===== src/rtl/alu_issue_if.sv =====
// alu_issue_if: handshake and operand bundle between register read, issue stage and ALU
interface alu_issue_if #(parameter int bit_size = 32);
  logic in_valid, in_ready, flush, out_valid, out_ready, illegal;
  logic [31:0] instr;
  logic [bit_size-1:0] rs_data, rt_data, src1, src2;
  logic [3:0] ALUOp;
  logic [4:0] shamt, wr_reg;
  logic [7:0] illegal_cnt;
  modport master (
    output in_valid, instr, rs_data, rt_data, flush, out_ready,
    input in_ready, out_valid, ALUOp, src1, src2, shamt, wr_reg, illegal, illegal_cnt
  );
  modport slave (
    input in_valid, instr, rs_data, rt_data, flush, out_ready,
    output in_ready, out_valid, ALUOp, src1, src2, shamt, wr_reg, illegal, illegal_cnt
  );
endinterface


===== src/rtl/alu_issue_stage.sv =====
// alu_issue_stage: MIPS decode and registered ID/EX operand slot with valid/ready handshake and flush
module alu_issue_stage #(parameter int bit_size = 32) (
  input logic clk,
  input logic rst,
  alu_issue_if.slave bus
);
  logic [5:0] opc, fn;
  logic [bit_size-1:0] sext, zext, d_s1, d_s2;
  logic [3:0] d_op;
  logic [4:0] d_sh, d_wr;
  logic d_ill, accept;
  assign opc = bus.instr[31:26];
  assign fn = bus.instr[5:0];
  assign sext = {{(bit_size-16){bus.instr[15]}}, bus.instr[15:0]};
  assign zext = {{(bit_size-16){1'b0}}, bus.instr[15:0]};
  assign bus.in_ready = !bus.flush && (!bus.out_valid || bus.out_ready);
  assign accept = bus.in_valid && bus.in_ready;
  always_comb begin
    d_op = '0;
    d_s1 = bus.rs_data;
    d_s2 = '0;
    d_sh = '0;
    d_wr = '0;
    d_ill = 1'b0;
    if (opc == 6'h00) begin
      d_s2 = bus.rt_data;
      d_sh = bus.instr[10:6];
      d_wr = bus.instr[15:11];
      case (fn)
        6'h20, 6'h21: d_op = 4'd1;
        6'h22, 6'h23: d_op = 4'd2;
        6'h24: d_op = 4'd3;
        6'h25: d_op = 4'd4;
        6'h26: d_op = 4'd5;
        6'h27: d_op = 4'd6;
        6'h2A: d_op = 4'd7;
        6'h00: d_op = 4'd8;
        6'h02: d_op = 4'd9;
        6'h08: d_wr = '0;
        default: d_ill = 1'b1;
      endcase
    end else begin
      d_wr = bus.instr[20:16];
      case (opc)
        6'h08, 6'h09, 6'h23: begin d_op = 4'd1; d_s2 = sext; end
        6'h2B: begin d_op = 4'd1; d_s2 = sext; d_wr = '0; end
        6'h0C: begin d_op = 4'd3; d_s2 = zext; end
        6'h0D: begin d_op = 4'd4; d_s2 = zext; end
        6'h0E: begin d_op = 4'd5; d_s2 = zext; end
        6'h0A: begin d_op = 4'd7; d_s2 = sext; end
        6'h04, 6'h05: begin d_op = opc[0] ? 4'd11 : 4'd10; d_s2 = bus.rt_data; d_wr = '0; end
        default: d_ill = 1'b1;
      endcase
    end
    if (d_ill) begin
      d_op = '0;
      d_s1 = '0;
      d_s2 = '0;
      d_sh = '0;
      d_wr = '0;
    end
  end
  // data fields only load on acceptance so they hold while stalled or drained
  always_ff @(posedge clk or negedge rst) begin
    if (!rst) begin
      bus.out_valid <= 1'b0;
      bus.ALUOp <= '0;
      bus.src1 <= '0;
      bus.src2 <= '0;
      bus.shamt <= '0;
      bus.wr_reg <= '0;
      bus.illegal <= 1'b0;
      bus.illegal_cnt <= '0;
    end else if (bus.flush) begin
      bus.out_valid <= 1'b0;
    end else if (accept) begin
      bus.out_valid <= 1'b1;
      bus.ALUOp <= d_op;
      bus.src1 <= d_s1;
      bus.src2 <= d_s2;
      bus.shamt <= d_sh;
      bus.wr_reg <= d_wr;
      bus.illegal <= d_ill;
      if (d_ill && bus.illegal_cnt != 8'hFF) bus.illegal_cnt <= bus.illegal_cnt + 8'd1;
    end else if (bus.out_ready) begin
      bus.out_valid <= 1'b0;
    end
  end
endmodule


===== src/flat_wrapper.sv =====
// flat-port wrapper written by rule: the top's interface ports become plain ports
module alu_issue_stage_flat 
#(parameter int bit_size = 32)
  (clk, rst, bus_in_valid, bus_instr, bus_rs_data, bus_rt_data, bus_flush, bus_out_ready, bus_in_ready, bus_out_valid, bus_ALUOp, bus_src1, bus_src2, bus_shamt, bus_wr_reg, bus_illegal, bus_illegal_cnt);
  alu_issue_if #(.bit_size(bit_size)) bus_i ();
  input logic clk;
  input logic rst;
  input wire logic [$bits(bus_i.in_valid)-1:0] bus_in_valid;
  input wire logic [$bits(bus_i.instr)-1:0] bus_instr;
  input wire logic [$bits(bus_i.rs_data)-1:0] bus_rs_data;
  input wire logic [$bits(bus_i.rt_data)-1:0] bus_rt_data;
  input wire logic [$bits(bus_i.flush)-1:0] bus_flush;
  input wire logic [$bits(bus_i.out_ready)-1:0] bus_out_ready;
  output wire logic [$bits(bus_i.in_ready)-1:0] bus_in_ready;
  output wire logic [$bits(bus_i.out_valid)-1:0] bus_out_valid;
  output wire logic [$bits(bus_i.ALUOp)-1:0] bus_ALUOp;
  output wire logic [$bits(bus_i.src1)-1:0] bus_src1;
  output wire logic [$bits(bus_i.src2)-1:0] bus_src2;
  output wire logic [$bits(bus_i.shamt)-1:0] bus_shamt;
  output wire logic [$bits(bus_i.wr_reg)-1:0] bus_wr_reg;
  output wire logic [$bits(bus_i.illegal)-1:0] bus_illegal;
  output wire logic [$bits(bus_i.illegal_cnt)-1:0] bus_illegal_cnt;
  assign bus_i.in_valid = bus_in_valid;
  assign bus_i.instr = bus_instr;
  assign bus_i.rs_data = bus_rs_data;
  assign bus_i.rt_data = bus_rt_data;
  assign bus_i.flush = bus_flush;
  assign bus_i.out_ready = bus_out_ready;
  assign bus_in_ready = bus_i.in_ready;
  assign bus_out_valid = bus_i.out_valid;
  assign bus_ALUOp = bus_i.ALUOp;
  assign bus_src1 = bus_i.src1;
  assign bus_src2 = bus_i.src2;
  assign bus_shamt = bus_i.shamt;
  assign bus_wr_reg = bus_i.wr_reg;
  assign bus_illegal = bus_i.illegal;
  assign bus_illegal_cnt = bus_i.illegal_cnt;
  alu_issue_stage #(.bit_size(bit_size)) u_core (.clk(clk), .rst(rst), .bus(bus_i));
endmodule

===== config.mk =====
export PLATFORM = sky130hd
export DESIGN_NAME = alu_issue_stage_flat
export DESIGN_NICKNAME = d
export VERILOG_FILES = /design/src/rtl/alu_issue_if.sv /design/src/rtl/alu_issue_stage.sv /design/src/flat_wrapper.sv
export SDC_FILE = /design/constraint.sdc
export NUM_CORES = 1
export LEC_CHECK = 0
export ABC_AREA = 1
export BUFFER_PORTS_ARGS = -buffer_cell sky130_fd_sc_hd__buf_2
export CAP_MARGIN = 20
export CORE_UTILIZATION = 47
export CTS_BUF_LIST = sky130_fd_sc_hd__clkbuf_16
export DETAILED_ROUTE_END_ITERATION = 12
export PLACE_DENSITY = 0.8
export SLEW_MARGIN = 20
export SYNTH_ARGS = -nofsm -noshare
export SYNTH_HDL_FRONTEND = slang
export SYNTH_SLANG_ARGS = --single-unit

===== constraint.sdc =====
create_clock -name clk -period 1.9 [get_ports clk]
set_input_delay 0.19 -clock clk [delete_from_list [all_inputs] [get_ports clk]]
set_output_delay 0.19 -clock clk [all_outputs]
set_load 0.1 [all_outputs]

Word-level counts from Yosys, hierarchy flattened
Cells that the tools add are included.

cells by class
  reduce and logical (&&, ||, !) cells = 20
  bitwise logic cells = 1
  multiplexer cells = 21
  equal/unequal tests = 22
  add/subtract/negate cells = 1

operators with widths
  cell                   number
  $mux W32               3
  $pmux W32 S3           1
  $eq A6 B6 Y1 const B   11
  $eq A6 B4 Y1 const B   7
  $pmux W4 S9            1
  $mux W5                6
  $pmux W4 S6            1
  $eq A6 B3 Y1 const B   2
  $logic_not A6 Y1       2
  $reduce_or A12 Y1      1
  $reduce_or A10 Y1      1
  $add A8 B1 Y8 const B  1
  $mux W4                2
  $ne A8 B8 Y1 const B   1
  $mux W1                7
  $eq A6 B2 Y1 const B   1
  $reduce_or A2 Y1       3
  $reduce_or A3 Y1       2
  $reduce_or A5 Y1       1
  $reduce_or A4 Y1       1
  $logic_and A1 B1 Y1    3
  $reduce_and A3 Y1      1
  $reduce_bool A3 Y1     1
  $logic_not A1 Y1       2
  other kinds (3)        3

storage, ports and cells
  register bits = 88
  input port bits = 101
  word-level logic and storage cells = 73
  output and inout bits = 89

Logic depth before layout (Yosys ltp)
Gate-level depths: netlist (run 1).

  word-level depth = 6
  gate-level depth with buffers = 11
  depth with buffers taken out = 10

Worst setup path before layout (run 1)
Ideal clock, no wire load.

  kind = reg2reg
  from = reg u_core.bus.out_valid
  to = reg u_core.bus.illegal_cnt[6]
  arrival = 3.287 ns
  path buffers = 0
  period minus slack after synthesis = 3.407 ns
  stages on the path, launching flop included = 9
  library setup time = 0.120 ns
  data required time = 1.780 ns
  path slack = -1.507 ns
  cell sequence = dfrtp_1 nand2_1 inv_1 nor2_1 nand2_1 inv_1 nand4_1 nand2_1 nand2_1

between the ends
  longest elaborated chain between the ends = 5

RTL lines
  item                         RTL line               source
  from (decl)                  alu_issue_if.sv:15     output in_ready, out_valid, ALUOp, src1, src2, shamt, wr_reg, illegal, illegal_cnt
  from (signal assigned)       alu_issue_stage.sv:66  bus.out_valid <= 1'b0;
  from (signal assigned)       alu_issue_stage.sv:75  bus.out_valid <= 1'b0;
  from (signal assigned)       alu_issue_stage.sv:77  bus.out_valid <= 1'b1;
  $logic_not A1 Y1             alu_issue_stage.sv:16  assign bus.in_ready = !bus.flush && (!bus.out_valid || bus.out_ready);
  $logic_or A1 B1 Y1           alu_issue_stage.sv:16
  $logic_and A1 B1 Y1          alu_issue_stage.sv:16
  via bus_in_ready             flat_wrapper.sv:14     output wire logic [$bits(bus_i.in_ready)-1:0] bus_in_ready;
  $logic_and A1 B1 Y1          alu_issue_stage.sv:17  assign accept = bus.in_valid && bus.in_ready;
  $reduce_and A3 Y1 (no line)  --
  to (signal assigned)         alu_issue_stage.sv:84  if (d_ill && bus.illegal_cnt != 8'hFF) bus.illegal_cnt <= bus.illegal_cnt + 8'd1;
  to (decl)                    alu_issue_if.sv:15

The timed path passes the listed nets, and every way through them passes these cells.
A chain may end at the register's enable or synchronous reset.

Final worst setup path (run 1)
  from = reg u_core.bus.out_valid
  to = out bus_in_ready

between the ends
  longest elaborated chain between the ends = 3

RTL lines
  item                 RTL line
  $logic_not A1 Y1     alu_issue_stage.sv:16
  $logic_or A1 B1 Y1   alu_issue_stage.sv:16
  $logic_and A1 B1 Y1  alu_issue_stage.sv:16
  to (decl)            flat_wrapper.sv:14

Every way passes these cells.

==> results by group, run 1 <==
Yosys
  – Syn avg cell area: about 7.5 sq um
  – Post-Syn Area: around 0.0042 sq mm
  – Syn_nets: between 600 and 700
  – Post-synthesis cell count: 561
  – Synth area leaders: dfrtp_1 52%, nand2_1 29%, nand3_1 3.0%
  – Sequential area share after synthesis: ~52%
  – Netlist cell types: 28
  – Largest area contributor in the netlist: dfrtp_1
  – #FFs+latches synth: between 80 and 90
  – Yosys warns: 0
  – Yosys top cell area share: ~52%

Die
  – Die Ht: 96.7 microns
  – Die X: a little under 100 microns
  – Placement Rows: 34
  – IO Pins: 190
  – Initial Utilization: roughly half
  – Die ar.: 0.00935 sq mm
  – Core area: just under 0.009 sq mm

GRT
  – GRT Overall Usage: between 20% and 30%
  – Largest net degree at the start of global routing: 48
  – First-pass GRT wire length: around 19 mm
  – GRT overflow: 0
  – Number of global-route vias before repair: ~4100
  – Initial antenna violation count: 0

Timing
  – Final min period: 1660 ps
  – Final setup viols: 0
  – RSZ-0062 raised after global routing: false
  – Pins Over Slew Limit: 0
  – Worst Slack Setup Final: 235 ps
  – Final Hold Viols: 0
  – Slew @ Worst Pin: 554 ps
  – Relative slew slack: a little over three fifths
  – Final period util: 87.6%
  – Post-route clock skew: ~9.6 ps
  – Achievable Freq: about 600 MHz
  – Setup TNS: 0 ps

Detailed routing
  – DR pass1 iterations: 4
  – DRT antenna net count: 0
  – Drt drc: 0
  – Drt total wl: 11.2 mm
  – Starting DRT DRC Count: ~110
  – Detailed-route via count: roughly 4200
  – Vias/cell: 4.92
  – WL per Instance: 13.0 microns

Cells and area
  – Finished Core Util: 64.6%
  – Final Non-Filler Cells: 860
  – Top Registers: u_core.bus.src1: 32 flops, u_core.bus.src2: 32 flops, u_core.bus.illegal_cnt: 8 flops
  – Antenna Cells: 0
  – P&R area growth vs syn: 33.6%
  – Layout cells sized above 1: between 30% and 40%
  – # nets final: about 850

Outcome
  – Status: complete, no violations

Critical path
  – Crit path max-delay cell type: dfrtp_4
  – Number of buffer and inverter stages on the critical path: 2
  – CP Max Fanout: 2
  – Cell family with most CP delay: buffers and inverters
  – CP peak stage delay: ~470 ps
  – CP startpoint kind: register
  – Worst EP required: ~1700 ps
  – Type of element capturing the critical path: output port
  – CP Cell Sequence: nand2_2, inv_2, nor2_4, buf_2
  – Worst Path Arrival: 1470 ps
  – Setup CP Type: register to output port

Clocking
  – CTS tree: done
  – Clock latency on the worst-skew pair: around 330 ps
  – Max H-tree Level: 3
  – Clk root buf: clkbuf_16
  – Reg clk slew, reported paths: 60 ps
  – CTS resizes: 0
  – CTS Buf Count: 9
  – Clock buffer depth: 2
  – Clock Sinks: just under 90

Pwr
  – Pwr Total: 5260 uW
  – PD cells: 934 mW/mm^2
  – Leakage: 0.00356 uW
  – Worst IR drop on VDD: 0.652 mV

Flow run
  – Max cap viols: 0

Min path
  – Worst min path class: input port to register

Placement
  – Port Buffers: 184
  – Pre-CTS WS: roughly 170 ps
  – Hpwl dp: ~8.4 mm
  – Placed cells: between 800 and 900
  – GPL Wtd Cong: 0.802
[power breakdown]
part,internal (uW),switching (uW),total [uW]
sequential,1990,81.9,2070
combinational,265,1180,1450
clock,1020,721,1740
total,3270,1990,5260
[worst register-to-register path: cells and delay by family (launching register included)]
kind	cells	cell delay, ps
fa+ha+maj	1	190
buf+inv	1	160
flops	1	400
simple gates	6	790
[layer usage]
metal	vias to the layer above	part of all wire, %	GRT usage, %
met4	0	2.5	8.96
met2	167	48	41.8
met5	-	0	0
li1	2117	-	-
met1	1921	44	31.6
met3	29	6.3	5.42
[logic make-up after synthesis]
logic type | share of synthesized area, %
adder cells (fa/ha/maj) | 0.297
XOR/XNOR | 1.25
AO/OA/AOI/OAI | 4.66
buffers and inverters | 4.45
AND/OR/NAND/NOR | 37.1
flip-flops | 52.3
[synthesized netlist by cell type]
library cell / count
nand2_1: 328
o21a_1: 1
o31ai_1: 6
nor3_1: 1
nand4_4: 1
a21oi_4: 1
clkinv_2: 1
inv_1: 21
a21oi_1: 2
buf_4: 1
buf_6: 1
ha_1: 1
nor2_4: 1
buf_2: 5
nor2_1: 18
nor3b_1: 1
dfrtp_1: 88
nand3_1: 25
o21ai_0: 22
clkbuf_1: 13
o211ai_1: 1
nand4_1: 5
xnor2_1: 1
nor2_2: 5
nand3_2: 2
inv_2: 3
nand2_4: 1
xor2_1: 5
[repair_timing]
item                       4_1_cts  5_1_grt
setup endpoints to repair        0        5
hold buffers                     1        0
setup buffers                    0        1
hold endpoints to repair        14        0
[metrics by stage]
| step | hold slack (ps) | instance area (sq um) |
|---|---|---|
| after global placement | 61.2 | 5320 |
| after global routing | 45.7 | 5630 |
| after floorplan | -106 | 4320 |
| final | 49.9 | 5630 |
| after CTS | 46.6 | 5620 |
| after detailed placement | 64.6 | 5320 |
[cell type report]
| class | count | area [sq um] |
|---|---|---|
| clock buffers | 9 | 225 |
| multi-input cells | 428 | 1850 |
| clock inverters | 7 | 71.3 |
| repair buffers | 195 | 1050 |
| well taps | 108 | 135 |
| fillers | 764 | 3090 |
| inverters | 25 | 97.6 |
| flip-flops and latches | 88 | 2210 |
[worst paths after layout]
kind	start	to	slack [ps]	depth (start not counted)
worst max-delay path	u_core.bus.out_valid$_DFFE_PN0P_	bus_in_ready	240	4
worst min register to register	u_core.bus.ALUOp[3]$_DFFE_PN0P_	u_core.bus.ALUOp[3]$_DFFE_PN0P_	470	2
worst max register to register	u_core.bus.illegal_cnt[0]$_DFFE_PN0P_	u_core.bus.illegal_cnt[2]$_DFFE_PN0P_	310	8
max in group asynchronous	rst	u_core.bus.illegal_cnt[1]$_DFFE_PN0P_	980	3
min in group asynchronous	rst	u_core.bus.src1[5]$_DFFE_PN0P_	260	2
worst min-delay path	bus_rs_data[5]	u_core.bus.src1[5]$_DFFE_PN0P_	50	3
[cells in the final DEF (no fill, tap or decap), drive strengths merged]
cell type    instances
o211ai               1
buf                194
o21ai               22
nand4                6
clkbuf               9
a21oi                3
dfrtp               88
nand3               27
nand2              329
dlygate4sd3          1
o21a                 1
clkinvlp             2
nor2                24
xnor2                1
xor2                 5
bufinv               1
o31ai                6
nor3b                1
inv                 26
ha                   1
clkinv               3
nor3                 1
Power figures use the tool's default switching activity.
==> run 2, diff against run 1 <==
PLACE_DENSITY = default   (was 0.8)
PLACE_DENSITY_LB_ADDON = 0.15   (was default)
==> run 2 against run 1 <==
Global-route usage fell by 0.25 points. Cell area fell by 0.33%. Clock-buffer cell count did not move. Worst setup slack got worse by 25 ps. Power fell by 2.7%. Critical path depth rose by 3. Final cell count did not move. Die area did not move. Via count rose by 0.12%. Core utilization fell by 0.22 points.
==> results by group, run 2 (synthesis gave the netlist of run 1 again) <==
Pwr
  – Worst IR drop on VDD: 0.856 mV (+31%)
  – PD cells: 912 mW/mm^2 (-2.4%)
  – Pwr Total: 5120 uW (-2.7%)
  – Leakage: 0.00355 uW (-0.31%)

Cells and area
  – Top Registers: u_core.bus.src1: 32 flops, u_core.bus.src2: 32 flops, u_core.bus.illegal_cnt: 8 flops
  – Multi-input gate area: 0.00185 sq mm (unchanged)
  – P&R area growth vs syn: 33.2%
  – Leading cell type in the layout, fill and taps excluded: nand2_1
  – Leading cell types in the layout, fill and taps excluded: 326 x nand2_1, 183 x buf_2, 85 x dfrtp_1, 25 x nand3_1, 22 x o21ai_0
  – Layout cells sized above 1: 30.5% (-0.40 points)
  – # nets final: 849 (unchanged)
  – Layout filler cell count: 776 (+1.6%)
  – Register area: 0.00221 sq mm (unchanged)
  – Antenna Cells: 0 (unchanged)

Critical path
  – CP Cell Sequence: ha_1, nand2_1, nor3b_1, nand3_1, nand4_1, nand2_1, nand2_1
  – Crit path max-delay cell type: dfrtp_2
  – Setup CP Type: register to register
  – Most used cell, CP: nand2_1
  – CP startpoint kind: register
  – Type of element capturing the critical path: register
  – Worst Path Arrival: 1960 ps (+490 ps)
  – Cell family with most CP delay: simple AND/OR/NAND/NOR gates
  – Number of buffer and inverter stages on the critical path: 0 (-2)
  – Worst EP required: 2170 ps (+460 ps)
  – CP Max Fanout: 8 (+6)
  – CP peak stage delay: 390 ps (-80 ps)

Clocking
  – CTS Buf Count: 9 (unchanged)
  – Reg clk slew, reported paths: 70 ps (about the same)
  – Max H-tree Level: 3 (unchanged)
  – Clock Sinks: 88 (unchanged)
  – CTS tree: done
  – Clk root buf: clkbuf_16
  – Clock buffer depth: 2 (unchanged)
  – Clock latency on the worst-skew pair: 330 ps (about the same)
  – Post-CTS Setup Bufs: 0 (unchanged)

Timing
  – Post-route clock skew: 4.11 ps (-5.53 ps)
  – Achievable Freq: 592 MHz (-1.5%)
  – Final period util: 88.9% (+1.3 points)
  – RSZ-0062 raised after global routing: false
  – Final setup viols: 0 (unchanged)
  – Final min period: 1690 ps (+25.0 ps)
  – Final Hold Viols: 0 (unchanged)
  – Slew @ Worst Pin: 602 ps (+48.0 ps)
  – Worst Slack Setup Final: 211 ps (-25.0 ps)
  – Pins Over Slew Limit: 0 (unchanged)
  – Relative slew slack: 59.7% (-3.2 points)

Detailed routing
  – WL per Instance: 13.0 microns (unchanged)
  – Starting DRT DRC Count: 158 (+49%)
  – DR pass1 iterations: 5 (+1)
  – DRT antenna net count: 0 (unchanged)
  – Detailed-route via count: 4239 (+0.12%)
  – Vias/cell: 4.93 (+0.12%)
  – Drt total wl: 11.2 mm (unchanged)
  – Drt drc: 0 (unchanged)

Placement
  – Port Buffers: 184 (unchanged)
  – Hpwl dp: 8.08 mm (-3.4%)
  – GPL Wtd Cong: 0.797 (-0.61%)
  – Pre-CTS WS: 190 ps (+17.7 ps)

GRT
  – GRT overflow: 0 (unchanged)
  – Largest net degree at the start of global routing: 48 (unchanged)
  – First-pass GRT wire length: 18.9 mm (-0.47%)
  – GRT Overall Usage: 24.6% (-0.25 points)
  – Initial antenna violation count: 0 (unchanged)
  – Number of global-route vias before repair: 4177 (+0.99%)

Outcome
  – Status: complete, no violations

Die
  – Die ar.: 0.00935 sq mm (unchanged)
  – Die Ht: 96.7 microns (unchanged)
  – Core area: 0.00872 sq mm (unchanged)
  – Initial Utilization: 48.3% (unchanged)
  – Placement Rows: 34 (unchanged)
  – Die X: 96.7 microns (unchanged)
  – IO Pins: 190 (unchanged)

Min path
  – Worst min path class: input port to register

Flow run
  – Max cap viols: 0 (unchanged)
## run 2: metrics by stage
step | area, sq um | hold WS (ps) | std cells | TNS [ps] | utilization [%]
2_1_floorplan | 4320 | -106 | 561 | -7980 | -
3_3_place_gp | 5340 | 218 | 843 | 0 | 61.2
3_5_place_dp | 5340 | 227 | 843 | 0 | 61.2
4_1_cts | 5610 | 40.1 | 860 | 0 | 64.3
5_1_grt | 5610 | 48.8 | 860 | 0 | 64.3
6_report | 5610 | 45.7 | 860 | 0 | 64.3
## run 2: final cells by class
cell class	count	share of cell area, %
clock inverters	7	0.713
well taps	108	2.41
repair buffers	195	18.9
flip-flops and latches	88	39.4
inverters	25	1.74
clock buffers	9	4.01
multi-input cells	428	32.9
## run 2: final timing paths
check                                                      startpoint                                    end  slack [ps]  cells after the start
worst max-delay path            u_core.bus.illegal_cnt[0]$_DFFE_PN0P_  u_core.bus.illegal_cnt[6]$_DFFE_PN0P_         210                      7
worst min-delay path                                  bus_rs_data[17]        u_core.bus.src1[17]$_DFFE_PN0P_          50                      3
worst max register to register  u_core.bus.illegal_cnt[0]$_DFFE_PN0P_  u_core.bus.illegal_cnt[6]$_DFFE_PN0P_         210                      7
worst min register to register         u_core.bus.src2[9]$_DFFE_PN0P_         u_core.bus.src2[9]$_DFFE_PN0P_         460                      2
max in group asynchronous                                         rst       u_core.bus.out_valid$_DFFE_PN0P_         890                      3
min in group asynchronous                                         rst        u_core.bus.src1[18]$_DFFE_PN0P_         390                      2
## run 2: tightest hold or removal path: stages
cell and delay (ps):
buf_2 70, nand2_1 40, nand2_1 40
## run 2: routing by layer
layer	global-route usage (%)	part of all wire, %	vias up
met2	40.2	47	156
met4	11.5	2.5	0
met5	0	0	-
li1	-	-	2108
met3	4.19	6.0	28
met1	32.0	44	1947
## run 2: where the power goes
part | internal (uW) | switching, uW | total [uW]
combinational | 265 | 1190 | 1450
sequential | 1990 | 74.8 | 2060
clock | 873 | 730 | 1600
total | 3130 | 1990 | 5120
## run 2: what timing repair did
| item | in CTS | in global routing |
|---|---|---|
| gates resized for setup | 0 | 0 |
| endpoints found under the hold margin | 42 | 0 |
| hold buffers | 1 | 0 |
| setup endpoints to repair | 0 | 0 |
==> run 3, diff against run 2 <==
PLACE_DENSITY_LB_ADDON = 0.05   (was 0.15)
==> run 3 against run 2 <==
Routed wire length increased by 0.50%. First-iteration DRC count decreased by 5.7%. Flip-flop and latch count unchanged. Clock-buffer cell count unchanged. Via count decreased by 1.3%. Clock power increased by 32%. Combinational power about the same. Final cell count decreased by 0.12%. Clock skew about the same. Fmax increased by 1.7%. Worst hold slack improved by 7.2 ps. Largest cell class unchanged. Largest power group is now clock.
==> results by group, run 3 (synthesis gave the netlist of run 1 again) <==
Detailed routing
  – Vias/cell: 4.87 (-1.2%)
  – DRT antenna net count: 0 (unchanged)
  – Detailed-route via count: 4184 (-1.3%)
  – Drt drc: 0 (unchanged)
  – Drt total wl: 11.2 mm (+0.50%)
  – WL per Instance: 13.0 microns (+0.62%)
  – DR pass1 iterations: 4 (-1)
  – Starting DRT DRC Count: 149 (-5.7%)

GRT
  – GRT Overall Usage: 25.2% (+0.53 points)
  – First-pass GRT wire length: 19.2 mm (+1.2%)
  – Largest net degree at the start of global routing: 60 (+25%)
  – Number of global-route vias before repair: 3964 (-5.1%)
  – GRT overflow: 0 (unchanged)
  – Initial antenna violation count: 0 (unchanged)

Pwr
  – PD cells: 989 mW/mm^2 (+8.5%)
  – Worst IR drop on VDD: 0.692 mV (-19%)
  – Leakage: 0.00360 uW (+1.4%)
  – Pwr Total: 5640 uW (+10%)

Clocking
  – CTS tree: done
  – Reg clk slew, reported paths: 60 ps (about the same)
  – Clk root buf: clkbuf_16
  – Clock buffer depth: 2 (unchanged)
  – CTS Buf Count: 9 (unchanged)
  – Max H-tree Level: 3 (unchanged)
  – Clock latency on the worst-skew pair: 330 ps (about the same)
  – Clock Sinks: 88 (unchanged)
  – Post-CTS Setup Bufs: 0 (unchanged)

Cells and area
  – Top Registers: u_core.bus.src1: 32 flops, u_core.bus.src2: 32 flops, u_core.bus.illegal_cnt: 8 flops
  – Layout cells sized above 1: 30.8% (+0.31 points)
  – # nets final: 849 (unchanged)
  – Leading cell type in the layout, fill and taps excluded: nand2_1
  – Layout filler cell count: 801 (+3.2%)
  – P&R area growth vs syn: 35.4%
  – Antenna Cells: 0 (unchanged)
  – Leading cell types in the layout, fill and taps excluded: 326 x nand2_1, 183 x buf_2, 85 x dfrtp_1, 25 x nand3_1, 22 x o21ai_0

Die
  – Core area: 0.00872 sq mm (unchanged)
  – Die Ht: 96.7 microns (unchanged)
  – Placement Rows: 34 (unchanged)
  – Die X: 96.7 microns (unchanged)
  – Die ar.: 0.00935 sq mm (unchanged)
  – Initial Utilization: 48.3% (unchanged)
  – IO Pins: 190 (unchanged)

Timing
  – Achievable Freq: 602 MHz (+1.7%)
  – RSZ-0062 raised after global routing: false
  – Pins Over Slew Limit: 0 (unchanged)
  – Setup TNS: 0 ps (unchanged)
  – Final period util: 87.4% (-1.5 points)
  – Post-route clock skew: 4.10 ps (-0.0164 ps)
  – Slew @ Worst Pin: 593 ps (-9.10 ps)
  – Final Hold Viols: 0 (unchanged)
  – Final setup viols: 0 (unchanged)
  – Final min period: 1660 ps (-28.6 ps)
  – Relative slew slack: 60.3% (+0.61 points)

Critical path
  – Worst EP required: 2170 ps (about the same)
  – Worst Path Arrival: 1930 ps (-30 ps)
  – CP startpoint kind: register
  – CP Max Fanout: 8 (unchanged)
  – Type of element capturing the critical path: register
  – Setup CP Type: register to register

Outcome
  – Status: complete, no violations

Placement
  – Hpwl dp: 8.11 mm (+0.45%)
  – GPL Wtd Cong: 0.802 (+0.68%)
  – Port Buffers: 184 (unchanged)

Min path
  – Worst min path class: input port to register

Flow run
  – Max cap viols: 0 (unchanged)
[run 3: where the power goes]
part | switching [uW] | total [uW] | leakage [uW] | internal (uW)
clock | 711 | 2120 | 0.000177 | 1410
sequential | 79.1 | 2070 | 0.00120 | 1990
combinational | 1190 | 1450 | 0.00222 | 266
total | 1980 | 5640 | 0.00360 | 3670
[run 3: path summary, 6_finish.rpt]
path | cells past startpoint | to | from | slack [ps]
worst max-delay path | 7 | u_core.bus.illegal_cnt[1]$_DFFE_PN0P_ | u_core.bus.illegal_cnt[0]$_DFFE_PN0P_ | 240
worst min register to register | 2 | u_core.bus.src1[26]$_DFFE_PN0P_ | u_core.bus.src1[26]$_DFFE_PN0P_ | 460
min in group asynchronous | 2 | u_core.bus.src1[19]$_DFFE_PN0P_ | rst | 200
worst max register to register | 7 | u_core.bus.illegal_cnt[1]$_DFFE_PN0P_ | u_core.bus.illegal_cnt[0]$_DFFE_PN0P_ | 240
max in group asynchronous | 3 | u_core.bus.out_valid$_DFFE_PN0P_ | rst | 1140
worst min-delay path | 2 | u_core.bus.out_valid$_DFFE_PN0P_ | bus_flush | 50
[run 3: stage by stage]
stage	instances	util, %	area [sq um]	worst slack (ps)	hold slack, ps
2_1_floorplan	561	-	4320	-130	-106
3_3_place_gp	843	61.2	5340	233	-4.57
3_5_place_dp	843	61.2	5340	181	-2.53
4_1_cts	859	65.4	5700	221	45.5
5_1_grt	859	65.4	5700	40.2	56.4
6_report	859	65.4	5700	239	52.9
[run 3: area by class of cell]
class	count	area, sq um	share of cell area, %
clock buffers	9	225	3.95
clock inverters	6	133	2.33
repair buffers	195	1060	18.6
inverters	25	97.6	1.71
flip-flops and latches	88	2210	38.7
well taps	108	135	2.37
multi-input cells	428	1850	32.4
[run 3: timing repair]
action | in CTS | in global routing
hold endpoints to repair | 88 | 0
hold buffers | 1 | 0
gates resized for setup | 0 | 0
[run 3: routing by layer]
metal	global-route usage, %	vias up	routed length, microns
met5	0	-	0
met4	9.30	0	166
met3	3.97	13	641
met2	40.1	145	5440
met1	34.8	1915	4960
li1	-	2111	-
[run 3: critical path: stages (launching register included)]
cell	delay, ps
dfrtp_2	390
ha_1	190
nand2_1	90
nor3b_1	300
nand3_1	150
nand4_1	300
nand2_1	100
nand2_1	80
